$ cat src/rtl/aes_pkg.sv
// Shared types, constants and GF(2^8) helpers for the AES key-schedule engine.
package aes_pkg;

    typedef logic [31:0]  word_t;
    typedef logic [127:0] round_key_t;

    typedef enum logic {
        IDLE,
        EXPAND
    } state_t;

    localparam logic [7:0] RCON_INIT = 8'h01;

    function automatic int key_nk(input int key_length);
        return key_length / 32;
    endfunction

    function automatic int key_nr(input int key_length);
        return key_length / 32 + 6;
    endfunction

    function automatic logic [7:0] xtime(input logic [7:0] b);
        return {b[6:0], 1'b0} ^ (b[7] ? 8'h1b : 8'h00);
    endfunction

    // Shift-and-add multiply modulo x^8+x^4+x^3+x+1.
    function automatic logic [7:0] gf_mul(input logic [7:0] a, input logic [7:0] b);
        logic [7:0] acc;
        logic [7:0] x;
        acc = 8'h00;
        x   = a;
        for (int k = 0; k < 8; k++) begin
            if (b[k]) begin
                acc = acc ^ x;
            end
            x = xtime(x);
        end
        return acc;
    endfunction

endpackage

$ cat src/rtl/aes_key_word_step.sv
// Combinational key-expansion step: produces w[i] from w[i-NK], w[i-1], i mod NK and rcon.
module aes_key_word_step
    import aes_pkg::*;
#(
    parameter int NK = 8
) (
    input  word_t      prev_nk_i,
    input  word_t      prev_word_i,
    input  logic [2:0] idx_mod_i,
    input  logic [7:0] rcon_i,
    output word_t      next_word_o
);

    word_t sub_in;
    word_t sub_out;
    word_t f_word;

    // RotWord only applies on the NK boundary; the NK==8 mid-point uses a plain SubWord.
    assign sub_in = (idx_mod_i == 3'd0) ? {prev_word_i[23:0], prev_word_i[31:24]} : prev_word_i;

    for (genvar b = 0; b < 4; b++) begin : g_sbox
        aes_sbox u_sbox (
            .in_i  (sub_in[8*b +: 8]),
            .out_o (sub_out[8*b +: 8])
        );
    end

    always_comb begin
        f_word = prev_word_i;
        if (idx_mod_i == 3'd0) begin
            f_word = sub_out ^ {rcon_i, 24'h000000};
        end else if ((NK == 8) && (idx_mod_i == 3'd4)) begin
            f_word = sub_out;
        end
    end

    assign next_word_o = prev_nk_i ^ f_word;

endmodule

$ cat src/rtl/aes_sbox.sv
// AES forward S-box computed algebraically: inverse in GF(2^8) as x^254, then the affine map.
module aes_sbox
    import aes_pkg::*;
(
    input  logic [7:0] in_i,
    output logic [7:0] out_o
);

    logic [7:0] x2, x3, x6, x12, x15, x30, x60, x120, x240, x252, inv;

    // Addition chain 2,3,6,12,15,30,60,120,240,252,254; zero maps to zero naturally.
    assign x2   = gf_mul(in_i, in_i);
    assign x3   = gf_mul(x2, in_i);
    assign x6   = gf_mul(x3, x3);
    assign x12  = gf_mul(x6, x6);
    assign x15  = gf_mul(x12, x3);
    assign x30  = gf_mul(x15, x15);
    assign x60  = gf_mul(x30, x30);
    assign x120 = gf_mul(x60, x60);
    assign x240 = gf_mul(x120, x120);
    assign x252 = gf_mul(x240, x12);
    assign inv  = gf_mul(x252, x2);

    assign out_o = inv
                 ^ {inv[6:0], inv[7]}
                 ^ {inv[5:0], inv[7:6]}
                 ^ {inv[4:0], inv[7:5]}
                 ^ {inv[3:0], inv[7:4]}
                 ^ 8'h63;

endmodule

$ cat src/rtl/aes_key_schedule.sv
// Sequential AES-128/192/256 key schedule: one word per clock into a buffer,
// with a registered round-key read port.
module aes_key_schedule
    import aes_pkg::*;
#(
    parameter  int KEY_LENGTH = 256,
    localparam int NK         = key_nk(KEY_LENGTH),
    localparam int NR         = key_nr(KEY_LENGTH),
    localparam int NUM_WORDS  = 4 * (NR + 1),
    localparam int RW         = $clog2(NR + 1)
) (
    input  logic                  Clk,
    input  logic                  Rst,
    input  logic                  Key_valid,
    output logic                  Key_ready,
    input  logic [KEY_LENGTH-1:0] Input_key,
    output logic                  Busy,
    output logic                  Done,
    output logic                  Keys_valid,
    input  logic [RW-1:0]         Round_number,
    output round_key_t            Round_key
);

    localparam int IW = $clog2(NUM_WORDS + 1);

    if ((KEY_LENGTH != 128) && (KEY_LENGTH != 192) && (KEY_LENGTH != 256)) begin : g_bad_key_length
        $error("aes_key_schedule: KEY_LENGTH must be 128, 192 or 256");
    end

    state_t     state_q, state_d;
    word_t      words_q [NUM_WORDS];
    word_t      win_q   [NK];
    logic [IW-1:0] idx_q;
    logic [2:0] mod_q;
    logic [7:0] rcon_q;
    logic       done_q;
    logic       keys_valid_q;
    round_key_t round_key_q;
    round_key_t rd_data;
    word_t      next_word;
    logic       accept;
    logic       last_word;

    assign accept    = Key_valid && (state_q == IDLE);
    assign last_word = (state_q == EXPAND) && (idx_q == IW'(NUM_WORDS - 1));

    aes_key_word_step #(
        .NK (NK)
    ) u_step (
        .prev_nk_i   (win_q[0]),
        .prev_word_i (win_q[NK-1]),
        .idx_mod_i   (mod_q),
        .rcon_i      (rcon_q),
        .next_word_o (next_word)
    );

    always_ff @(posedge Clk) begin
        if (Rst) begin
            state_q <= IDLE;
        end else begin
            state_q <= state_d;
        end
    end

    always_comb begin
        state_d = state_q;
        case (state_q)
            IDLE:    if (accept)    state_d = EXPAND;
            EXPAND:  if (last_word) state_d = IDLE;
            default: state_d = IDLE;
        endcase
    end

    always_comb begin
        Key_ready = 1'b0;
        Busy      = 1'b0;
        case (state_q)
            IDLE:    Key_ready = 1'b1;
            EXPAND:  Busy      = 1'b1;
            default: Key_ready = 1'b0;
        endcase
    end

    // Word counter, i mod NK tracker and rcon advance together; rcon steps only on the NK boundary.
    always_ff @(posedge Clk) begin
        if (Rst) begin
            idx_q        <= '0;
            mod_q        <= 3'd0;
            rcon_q       <= RCON_INIT;
            done_q       <= 1'b0;
            keys_valid_q <= 1'b0;
            round_key_q  <= '0;
        end else begin
            done_q      <= last_word;
            round_key_q <= rd_data;
            if (accept) begin
                idx_q        <= IW'(NK);
                mod_q        <= 3'd0;
                rcon_q       <= RCON_INIT;
                keys_valid_q <= 1'b0;
            end else if (state_q == EXPAND) begin
                idx_q <= idx_q + IW'(1);
                mod_q <= (mod_q == 3'(NK - 1)) ? 3'd0 : mod_q + 3'd1;
                if (mod_q == 3'd0) begin
                    rcon_q <= xtime(rcon_q);
                end
                if (last_word) begin
                    keys_valid_q <= 1'b1;
                end
            end
        end
    end

    // Schedule storage is deliberately left unreset; Keys_valid qualifies its contents.
    always_ff @(posedge Clk) begin
        if (accept) begin
            for (int k = 0; k < NK; k++) begin
                words_q[k] <= Input_key[KEY_LENGTH-1-32*k -: 32];
                win_q[k]   <= Input_key[KEY_LENGTH-1-32*k -: 32];
            end
        end else if (state_q == EXPAND) begin
            words_q[idx_q] <= next_word;
            for (int k = 0; k < NK - 1; k++) begin
                win_q[k] <= win_q[k+1];
            end
            win_q[NK-1] <= next_word;
        end
    end

    always_comb begin
        rd_data = '0;
        for (int r = 0; r <= NR; r++) begin
            if (Round_number == RW'(r)) begin
                rd_data = {words_q[4*r], words_q[4*r+1], words_q[4*r+2], words_q[4*r+3]};
            end
        end
    end

    assign Done       = done_q;
    assign Keys_valid = keys_valid_q;
    assign Round_key  = round_key_q;

endmodule

$ cat config.mk
export PLATFORM = sky130hd
export DESIGN_NAME = aes_key_schedule
export DESIGN_NICKNAME = d
export VERILOG_FILES = /design/src/rtl/aes_pkg.sv /design/src/rtl/aes_key_word_step.sv /design/src/rtl/aes_sbox.sv /design/src/rtl/aes_key_schedule.sv
export SDC_FILE = /design/constraint.sdc
export NUM_CORES = 2
export LEC_CHECK = 0
export CAP_MARGIN = 20
export CORE_ASPECT_RATIO = 2
export CORE_MARGIN = 1
export CORE_UTILIZATION = 45
export CTS_CLUSTER_DIAMETER = 50
export DETAILED_ROUTE_END_ITERATION = 10
export PLACE_DENSITY = 0.69
export SETUP_SLACK_MARGIN = 0.5
export SYNTH_ARGS = -nofsm -noshare
export SYNTH_HDL_FRONTEND = slang
export SYNTH_HIERARCHICAL = 1
export SYNTH_SLANG_ARGS = --single-unit
$ cat constraint.sdc
create_clock -name Clk -period 25 [get_ports Clk]
set_input_delay 3.75 -clock Clk [delete_from_list [all_inputs] [get_ports Clk]]
set_output_delay 3.75 -clock Clk [all_outputs]
set_load 0.03 [all_outputs]
==> flow_summary_export.csv <==
group,metric,value,unit
run_status,outcome,"finished, final reports clean",
worst_setup_path,arrival,23.74,ns
global_routing,grt_pass1_vias,102000,
finish,n_fill_cell,26200,
yosys,yosys.area.top_type_share,47.3,%
worst_setup_path,cp_slowest_cell,"xnor2_1",
global_routing,grt_max_degree,131,
die,dieWidth,394,um
drt,drc,0,
drt,drtIter0Drc,13700,
min_path,hold_path.class,"register to register",
run,drv_cap,0,
global_routing,use_met3,8.79,%
finish,layout.nets,12400,
global_routing,overflow,0,
clock_tree,cts_tree,"built",
placed_design,io_buffers,394,
yosys,synth_common_cells,"edfxtp_1 (2,176), xnor2_1 (1,128), nand2_1 (924)",
finish,drive_gt1_share,17.3,%
sta,hold_violations,0,
clock_tree,hold_buffers,0,
drt,first_pass_iters,9,
sta,final.setup.tns,0,ns
global_routing,grtUsageMet2,57.3,%
worst_setup_path,cp_max_fo,52,
worst_setup_path,crit_required,25.66,ns
sta,setup_violations,0,
yosys,synth.distinct_cells,109,
clock_tree,ctsResizeCount,0,
die,ios,395,
yosys,post_synth.cell_area_avg,11.9,um2
placed_design,place.gp.congestion,0.978,
clock_tree,numCtsBuffers,208,
yosys,yosysMostFrequentCell,"edfxtp_1",
clock_tree,cts_max_path_buffers,4,
sta,fin_worst_skew,0.123,ns
yosys,synthCells,11600,
drt,num_vias,105000,
finish,fin_area,0.157,mm2
die,dieArea,0.309,mm2
die,fp-row-count,287,
worst_setup_path,critical_path_class,"register to register",
placed_design,dpl_cell_area,0.150,mm2
die,die_h,786,um
yosys,yosysWarningCount,6,
placed_design,dp_hpwl,377000,um
finish,multi_input_area,0.0671,mm2
global_routing,track_usage,34.9,%
drt,ant_nets,0,
yosys,synth_fp_nets,11900,
clock_tree,insertion_delay,0.94,ns
drt,wl_per_cell,33.9,um
die,start_util,45.3,%
sta,fmax,43.3,MHz
worst_setup_path,crit_top_cell,"xnor2_1",
yosys,ys_seq_area_share,49.4,%
yosys,ys.flop_type,"edfxtp_1",
yosys,synth-edff-count,2176,
worst_setup_path,max_stage_delay,0.83,ns
drt,routed_wl,553000,um
yosys,syn_area,0.138,mm2
sta,min_period_over_period,92.4,%
clock_tree,clk_pin_slew,0.07,ns
yosys,ys_ff_latch,2324,
sta,slew_headroom,9.19,%
global_routing,busiest_layer,"met2",
yosys,synth_area_leaders,"edfxtp_1 (47%), xnor2_1 (7.2%), mux2_2 (5.4%), xnor3_1 (3.8%), mux2i_1 (2.7%)",
worst_setup_path,end_kind,"register",
sta,finalMaxSlewViolations,0,
sta,min_period,23.09,ns
worst_setup_path,crit_path_start_kind,"register",
sta,rsz0062_at_grt,"false",
clock_tree,cts_max_level,4,
global_routing,use_met1,37.3,%
global_routing,grt_pass1_wl,768000,um
drt,via_per_inst,6.42,
global_routing,antenna_found_initial,95,
clock_tree,clock-sinks,2324,
yosys,yosys.area.top_type,"edfxtp_1",
finish,seq_area,0.0683,mm2
die,core-area,0.305,mm2
yosys,synthArstFlopShare,0,%
sta,worstMarginPinSlew,1.35,ns
clock_tree,cts_setup_buffers,0,
finish,area_delta_synth_final,13.6,%
clock_tree,cts_root_buf,"clkbuf_16",
==> cell usage in the layout (no fill, tap or decap), types with 64 or more instances in the layout <==
| cell | n |
|---|---|
| edfxtp_1 | 2176 |
| xnor2_1 | 1097 |
| nand2_1 | 918 |
| nor2_1 | 850 |
| mux2_2 | 668 |
| o21ai_0 | 638 |
| a21oi_1 | 541 |
| buf_4 | 520 |
| clkdlybuf4s50_1 | 389 |
| mux2i_1 | 368 |
| xor2_1 | 338 |
| xnor3_1 | 236 |
| a22oi_1 | 220 |
| clkbuf_16 | 214 |
| nor3_1 | 150 |
| dfxtp_1 | 147 |
| nand3_1 | 129 |
| o22ai_1 | 128 |
| xnor2_2 | 127 |
| o221ai_1 | 118 |
| nor2b_1 | 100 |
| o21a_1 | 94 |
| nand2b_1 | 85 |
| o2bb2ai_1 | 85 |
| a211oi_1 | 84 |
| and3_1 | 75 |
| inv_1 | 74 |
| xor3_1 | 64 |
==> layout make-up <==
cell class / instances / area share [%]
Timing Repair Buffer: 989 / 5.85
Inverter: 99 / 0.246
Sequential cell: 2324 / 43.5
Antenna cell: 36 / 0.0574
Tap cell: 4046 / 3.23
Multi-Input combinational cell: 8441 / 42.7
Clock buffer: 248 / 3.50
Clock inverter: 125 / 0.839
==> state kept, by name, indices dropped and copies added, names as in the netlist, 3 cells and up <==
signal and count:
words_q 1920, win_q 256, Round_key 128, rcon_q 8, idx_q 6, mod_q 3
==> cell families after synthesis <==
family / share of synthesized area (%)
adder cells (fa/ha/maj): 0.290
AO/OA/AOI/OAI: 12.6
AND/OR/NAND/NOR: 9.29
XOR/XNOR: 17.2
flip-flops: 49.4
buffers and inverters: 2.81
multiplexers: 8.39
==> worst paths after layout <==
path           startpoint         endpoint  slack, ns  cells after the start
max reg2reg      mod_q[2]  words_q[54][24]       1.91                     69
min          win_q[0][74]     win_q[0][42]       0.50                      1
max              mod_q[2]  words_q[54][24]       1.91                     69
min reg2reg  win_q[0][74]     win_q[0][42]       0.50                      1
==> routing by layer <==
metal / part of all wire [%] / wire length [um]
met5: 0.067 / 368
met4: 11 / 59200
met3: 9.9 / 54900
met2: 47 / 260000
met1: 32 / 178000
==> worst max-delay path: cells and delay by family (launching register included) <==
family          cells  cell delay, ns
compound gates     11            2.30
xor+xnor           32           12.40
flops               1            0.43
buf+inv             8            1.78
mux                 3            1.39
simple gates       12            3.16
fa+ha+maj           3            1.22
==> metrics by stage <==
stage	utilization [%]	instances	setup WS, ns	hold slack [ns]
detailed placement	49.0	15900	2.01	0.493
CTS	51.2	16200	1.96	0.506
floorplan	-	11600	4.37	0.424
global placement	48.9	15900	2.29	0.483
finish	51.4	16300	1.91	0.500
global route	51.4	16300	0.974	0.531
Power is not shown: default switching activity piles up to over one toggle a cycle in this logic, so the estimate is an artifact.
